===== config.mk =====
export PLATFORM = sky130hd
export DESIGN_NAME = distance_display_flat
export DESIGN_NICKNAME = d
export VERILOG_FILES = /design/src/rtl/distance_display_pkg.sv /design/src/rtl/distance_display_if.sv /design/src/rtl/distance_display_seg7.sv /design/src/rtl/distance_display.sv /design/src/flat_wrapper.sv
export SDC_FILE = /design/constraint.sdc
export NUM_CORES = 1
export LEC_CHECK = 0
export CAP_MARGIN = 25
export CORE_AREA = 5 5 85 79
export DETAILED_ROUTE_END_ITERATION = 7
export DIE_AREA = 0 0 90 84
export HOLD_SLACK_MARGIN = 0.15
export SYNTH_ARGS = -nofsm -noshare
export SYNTH_HDL_FRONTEND = slang
export SYNTH_HIERARCHICAL = 1
export SYNTH_SLANG_ARGS = --single-unit

===== constraint.sdc =====
create_clock -name clock -period 1.88 [get_ports clock]
set_input_delay 0.376 -clock clock [delete_from_list [all_inputs] [get_ports clock]]
set_output_delay 0.376 -clock clock [all_outputs]
set_load 0.02 [all_outputs]

===== src/rtl/distance_display_pkg.sv =====
// ---------------------------------------------------------------------------
// distance_pkg : shared types and constants for the distance display slice.
//   seg7_t       7-bit active-low segment vector {g,f,e,d,c,b,a}, 0 = lit
//   SEG_*        fixed glyphs (blank, dash, error 'E')
//   slot_e       scan slot encodings, slot 0 = leftmost position
//   digits_t     one frame's worth of BCD digits {km, hundreds, tens}
//   an_for_slot  active-low one-cold digit enable for a slot
// ---------------------------------------------------------------------------
package distance_pkg;

  typedef logic [6:0] seg7_t;

  localparam seg7_t SEG_BLANK = 7'b1111111;
  localparam seg7_t SEG_DASH  = 7'b0111111;
  localparam seg7_t SEG_E     = 7'b0000110;

  localparam logic [3:0] AN_OFF = 4'b1111;

  typedef enum logic [1:0] {
    SLOT_KM   = 2'd0,  // km digit
    SLOT_DASH = 2'd1,  // separator
    SLOT_HM   = 2'd2,  // hundreds of metres
    SLOT_TM   = 2'd3   // tens of metres
  } slot_e;

  typedef struct packed {
    logic [3:0] d1;
    logic [3:0] d2;
    logic [3:0] d3;
  } digits_t;

  function automatic logic [3:0] an_for_slot(slot_e s);
    an_for_slot = ~(4'b0001 << s);
  endfunction

endpackage


===== src/rtl/distance_display_if.sv =====
// ---------------------------------------------------------------------------
// distance_display_if : digit inputs and display pin outputs of the display.
//   distance1/2/3  BCD digits from the distance counter (km, 100 m, 10 m)
//   seg            active-low segments {g,f,e,d,c,b,a}
//   an             active-low digit enables, an[0] = leftmost
//   frame_tick     one-clock pulse when a new frame snapshot is taken
// master = digit source / pin observer, slave = the display block.
// ---------------------------------------------------------------------------
interface distance_display_if;
  import distance_pkg::*;

  logic [3:0] distance1;
  logic [3:0] distance2;
  logic [3:0] distance3;
  seg7_t      seg;
  logic [3:0] an;
  logic       frame_tick;

  modport master (
    output distance1, distance2, distance3,
    input  seg, an, frame_tick
  );

  modport slave (
    input  distance1, distance2, distance3,
    output seg, an, frame_tick
  );

endinterface


===== src/rtl/distance_display_seg7.sv =====
// ---------------------------------------------------------------------------
// bcd_to_seg7 : combinational BCD to active-low 7-segment decoder.
//   bcd_i  4-bit digit; 0-9 standard glyphs, 10-15 show 'E'
//   seg_o  segments {g,f,e,d,c,b,a}, 0 = lit
// ---------------------------------------------------------------------------
module bcd_to_seg7
  import distance_pkg::*;
(
  input  logic [3:0] bcd_i,
  output seg7_t      seg_o
);

  always_comb begin
    seg_o = SEG_E;
    case (bcd_i)
      4'd0:    seg_o = 7'b1000000;
      4'd1:    seg_o = 7'b1111001;
      4'd2:    seg_o = 7'b0100100;
      4'd3:    seg_o = 7'b0110000;
      4'd4:    seg_o = 7'b0011001;
      4'd5:    seg_o = 7'b0010010;
      4'd6:    seg_o = 7'b0000010;
      4'd7:    seg_o = 7'b1111000;
      4'd8:    seg_o = 7'b0000000;
      4'd9:    seg_o = 7'b0010000;
      default: seg_o = SEG_E;
    endcase
  end

endmodule


===== src/rtl/distance_display.sv =====
// ---------------------------------------------------------------------------
// distance_display : 4-position multiplexed 7-segment driver showing "K-MM".
//   clock    system clock, rising edge
//   reset_n  asynchronous active-low reset
//   dsp      distance_display_if.slave (digits in, seg/an/frame_tick out)
// Parameter REFRESH_DIV : clocks per digit slot (>= 2).
// Build option DISTANCE_DISPLAY_LZB_EN : blank a leading km zero in slot 0
// while still enabling an[0], so per-digit duty does not change.
//
// The digits are captured once per frame (on the slot-3 -> slot-0 tick), so
// a frame is always drawn from one consistent set of digits. an and seg are
// registered together from the same slot index, one clock behind it, which
// guarantees a new enable is never paired with the previous slot's pattern.
// ---------------------------------------------------------------------------
module distance_display
  import distance_pkg::*;
#(
  parameter int unsigned REFRESH_DIV = 50000
) (
  input  logic              clock,
  input  logic              reset_n,
  distance_display_if.slave dsp
);

`ifdef DISTANCE_DISPLAY_LZB_EN
  localparam bit LZB_EN = 1'b1;
`else
  localparam bit LZB_EN = 1'b0;
`endif

  localparam int unsigned PW = (REFRESH_DIV > 2) ? $clog2(REFRESH_DIV) : 1;
  localparam logic [PW-1:0] PRE_LAST = PW'(REFRESH_DIV - 1);

  logic [PW-1:0] pre_q,  pre_d;
  slot_e         idx_q,  idx_d;
  digits_t       snap_q, snap_d;
  logic          ft_q,   ft_d;
  seg7_t         seg_q,  seg_d;
  logic [3:0]    an_q,   an_d;

  logic          tick;
  logic [3:0]    dec_in;
  seg7_t         dec_seg;

  assign tick = (pre_q == PRE_LAST);

  // Scan sequencing: prescaler, slot index and the per-frame snapshot.
  always_comb begin
    pre_d  = tick ? '0 : pre_q + PW'(1);
    idx_d  = idx_q;
    snap_d = snap_q;
    ft_d   = 1'b0;
    if (tick) begin
      idx_d = slot_e'(idx_q + 2'd1);
      if (idx_q == SLOT_TM) begin
        snap_d = '{d1: dsp.distance1, d2: dsp.distance2, d3: dsp.distance3};
        ft_d   = 1'b1;
      end
    end
  end

  // Single shared decoder; the dash slot's input is don't-care.
  always_comb begin
    dec_in = 4'd0;
    case (idx_q)
      SLOT_KM: dec_in = snap_q.d1;
      SLOT_HM: dec_in = snap_q.d2;
      SLOT_TM: dec_in = snap_q.d3;
      default: dec_in = 4'd0;
    endcase
  end

  bcd_to_seg7 u_dec (
    .bcd_i (dec_in),
    .seg_o (dec_seg)
  );

  // Pin patterns for the current slot; both land on the same edge.
  always_comb begin
    an_d  = an_for_slot(idx_q);
    seg_d = dec_seg;
    if (idx_q == SLOT_DASH)
      seg_d = SEG_DASH;
    else if (LZB_EN && idx_q == SLOT_KM && snap_q.d1 == 4'd0)
      seg_d = SEG_BLANK;
  end

  always_ff @(posedge clock or negedge reset_n) begin
    if (!reset_n) begin
      pre_q  <= '0;
      idx_q  <= SLOT_KM;
      snap_q <= '0;
      ft_q   <= 1'b0;
      seg_q  <= SEG_BLANK;
      an_q   <= AN_OFF;
    end else begin
      pre_q  <= pre_d;
      idx_q  <= idx_d;
      snap_q <= snap_d;
      ft_q   <= ft_d;
      seg_q  <= seg_d;
      an_q   <= an_d;
    end
  end

  assign dsp.seg        = seg_q;
  assign dsp.an         = an_q;
  assign dsp.frame_tick = ft_q;

endmodule


===== src/flat_wrapper.sv =====
// flat-port wrapper written by rule: the top's interface ports become plain ports
module distance_display_flat import distance_pkg::*;
#(
  parameter int unsigned REFRESH_DIV = 50000
)
  (clock, reset_n, dsp_distance1, dsp_distance2, dsp_distance3, dsp_seg, dsp_an, dsp_frame_tick);
  distance_display_if dsp_i ();
  input  logic clock;
  input  logic reset_n;
  input wire logic [$bits(dsp_i.distance1)-1:0] dsp_distance1;
  input wire logic [$bits(dsp_i.distance2)-1:0] dsp_distance2;
  input wire logic [$bits(dsp_i.distance3)-1:0] dsp_distance3;
  output wire logic [$bits(dsp_i.seg)-1:0] dsp_seg;
  output wire logic [$bits(dsp_i.an)-1:0] dsp_an;
  output wire logic [$bits(dsp_i.frame_tick)-1:0] dsp_frame_tick;
  assign dsp_i.distance1 = dsp_distance1;
  assign dsp_i.distance2 = dsp_distance2;
  assign dsp_i.distance3 = dsp_distance3;
  assign dsp_seg = dsp_i.seg;
  assign dsp_an = dsp_i.an;
  assign dsp_frame_tick = dsp_i.frame_tick;
  distance_display #(.REFRESH_DIV(REFRESH_DIV)) u_core (.clock(clock), .reset_n(reset_n), .dsp(dsp_i));
endmodule

==> reports/qor.yml <==
status: "finished with violations"
violations: "setup timing"
drive_gt1_share_pct: 35.9
cts_buffers: 5
final_antenna_net_count: 0
die-area_um2: 7560
fill_cells: 546
fin_ws_ps: -125
internal-power_mw: 1.59
netSwitchingFraction_pct: 19.7
ys_seq_elements: 42
wl_per_cell_um: 12.8
pwr-share-seq_pct: 47.6
diodes: 0
drt_iter0_drc: 50
skew_ps: 5.00
grt_pass1_vias: 1299
switching_power_mw: 0.392
hold_viol_final: 0
hp-class: "in -> async"
rows: 27
die_w_um: 90
cp-end-kind: "flop"
combPwrFrac_pct: 8.2
grt_util_met1_pct: 14.2
power.density_nw_per_um2: 751
layout.nets: 233
ys_seq_area_share_pct: 53.5
critPathSlowestCell: "dfrtp_1"
syn_nets: 186
critPathLaunchType: "flop"
synthCells: 161
cp_top_family: "simple AND/OR/NAND/NOR gates"
synth_top_area_share_pct: 38.9
ir_drop_mv: 0.425
place_ws_ps: -176
antenna_found_initial: 0
initial_core_util_pct: 34.1
syn_area_per_cell_um2: 12.4
synth_top_area_cell: "dfrtp_1"
cts_root_buf: "clkbuf_8"
setup-tns-final_ps: -594
p_total_mw: 1.99
hpwl_mm: 2.43
grt_max_degree: 43
overflow: 0
fmax_ghz: 0.499
path_cells: "inv_2 -> buf_4 -> ha_1 -> nor2_2 -> inv_2 -> ha_1 -> mux2i_1 -> o22ai_1 -> or2_2"
synth_area_um2: 1990
die_h_um: 84
dp_cells: 267
grt_usage_pct: 10.2
core_area_um2: 5840
grtUsageMet2_pct: 13.9
drc: 0
insertion_delay_ps: 290
maxSlewViolCount: 0
top_usage_layer: "met1"
grt_pass1_wl_mm: 6.22
finalSetupViolations: 7
grtUsageMet3_pct: 2.98
period_needed_ps: 2000
slowest_delay_ps: 440
synth_area_leaders: "dfrtp_1 39%, dfstp_2 15%, ha_1 6.9%"
numPortBuffers: 25
cts.path.max_buffers: 2
wirelength_mm: 3.60
cts_sinks: 42
worst-setup-path-type: "reg -> reg"
max_slew_margin_pct: 64.3
area_growth_pct: 32.7
critPathBufInv: 3
cts_tree: "done"
fin_crit_sh_pct: 107
gp_congestion: 0.764
crit_required_ps: 2110
htreeDepth: 2
worst_pin_slew_ps: 535
p_clk_share_pct: 44.2
critPathArrivalTime_ps: 2230
p_leak_nw: 1.22
instances_no_fill: 281
cap_violations: 0
rsz0062_at_grt: "true"
yosysUniqueCellTypes: 36
firstDrtPassIters: 4
path_max_fanout: 5
ys_warn_count: 6
vias: 1318
path_clk_slew_ps: 80
viasPerCell: 4.69
ios: 26
synthesized netlist by cell type, drive strengths merged:
library cell and number:
a311oi 1, and3 3, nand3b 1, nor4bb 1
and4 4, a21o 1, ha 11, a21oi 5
mux2i 1, nor2 13, nand2b 3, dfrtp 31
nand2 8, buf 4, or2 8, nor2b 2
o21ai 2, o22ai 1, mux2 12, a41o 1
xnor2 7, dfstp 11, nand3 3, nor4b 1
xor2 6, nand4 4, inv 10, and4bb 1
a222oi 4, nor3b 1
power by group through the flow:
stage	clock [mW]	combinational, mW	sequential (mW)
floorplan	0	0.0590	0.974
global placement	0	0.149	0.963
detailed placement	0	0.151	0.962
CTS	0.905	0.162	0.945
global route	0.936	0.179	0.948
finish	0.878	0.163	0.945
timing repair:
item | 4_1_cts | 5_1_grt
pin swaps | 9 | 2
hold buffers | 0 | 0
setup buffers | 5 | 1
gates resized for setup | 11 | 1
endpoints found under the setup margin | 6 | 7
gates cloned | 0 | 0
stage by stage:
step | instance area (um^2) | hold WS (ps) | utilization [%]
2_1_floorplan | 2020 | 80.4 | -
3_3_place_gp | 2420 | 473 | 41.4
3_5_place_dp | 2420 | 473 | 41.4
4_1_cts | 2630 | 156 | 45.0
5_1_grt | 2640 | 188 | 45.2
6_report | 2640 | 133 | 45.2
path summary, 6_finish.rpt:
| check | startpoint | to | slack [ps] | cells after the start |
|---|---|---|---|---|
| setup reg to reg | u_core/idx_q[1] | u_core/dsp.seg[4] | -120 | 9 |
| hold / removal | reset_n | u_core/pre_q[11] | 130 | 2 |
| min in group clock | u_core/pre_q[0] | u_core/pre_q[0] | 490 | 1 |
| setup / recovery | u_core/idx_q[1] | u_core/dsp.seg[4] | -120 | 9 |
| hold reg to reg | u_core/pre_q[0] | u_core/pre_q[0] | 490 | 1 |
| max in group asynchronous | reset_n | u_core/dsp.an[3] | 1360 | 2 |
layout make-up:
| cell class | instances | area (um^2) | share of cell area (%) |
|---|---|---|---|
| Inverter | 10 | 37.5 | 1.42 |
| Multi-Input combinational cell | 105 | 920 | 34.8 |
| Timing Repair Buffer | 44 | 388 | 14.7 |
| Tap cell | 72 | 90.1 | 3.41 |
| Clock buffer | 6 | 82.6 | 3.13 |
| Sequential cell | 42 | 1060 | 40.3 |
| Clock inverter | 2 | 60.1 | 2.27 |
metal layers:
layer  vias to the layer above  part of all wire, %
met1                       630                   48
met3                         9                  5.3
met4                         0                  2.9
met2                        32                   43
met5                         -                    0
li1                        647                    -
cells by family after synthesis:
kind of cell | synth area share [%]
buffers and inverters | 3.64
AO/OA/AOI/OAI | 5.40
flip-flops | 53.5
XOR/XNOR | 5.72
AND/OR/NAND/NOR | 15.9
adder cells (fa/ha/maj) | 6.91
multiplexers | 8.98
placed cells by master (no fill, tap or decap), types with 2 or more instances in the layout:
| cell type | n |
|---|---|
| bufinv_16 | 2 |
| nand3_1 | 3 |
| inv_1 | 6 |
| buf_4 | 19 |
| nand2b_1 | 3 |
| or2_2 | 3 |
| inv_2 | 4 |
| xor2_1 | 6 |
| and4_1 | 3 |
| and3_1 | 3 |
| nand4_1 | 4 |
| ha_2 | 3 |
| nor2_1 | 10 |
| a21oi_1 | 5 |
| nand2_1 | 7 |
| clkbuf_8 | 6 |
| dfstp_2 | 11 |
| nor2_2 | 3 |
| a222oi_1 | 4 |
| ha_1 | 5 |
| mux2_4 | 9 |
| or2_4 | 3 |
| ha_4 | 3 |
| o21ai_0 | 2 |
| nor2b_1 | 2 |
| dfrtp_1 | 31 |
| clkdlybuf4s50_1 | 24 |
| or2_1 | 2 |
| xnor2_1 | 7 |
| mux2_2 | 3 |
flip-flops by register name, summed over array words and instances (netlist names):
register / flops
u_core/dsp.seg: 7
u_core/dsp.an: 4
u_core/pre_q: 16
u_core/dsp.frame_tick: 1
u_core/idx_q: 2
u_core/snap_q: 12
Power figures use the tool's default switching activity.
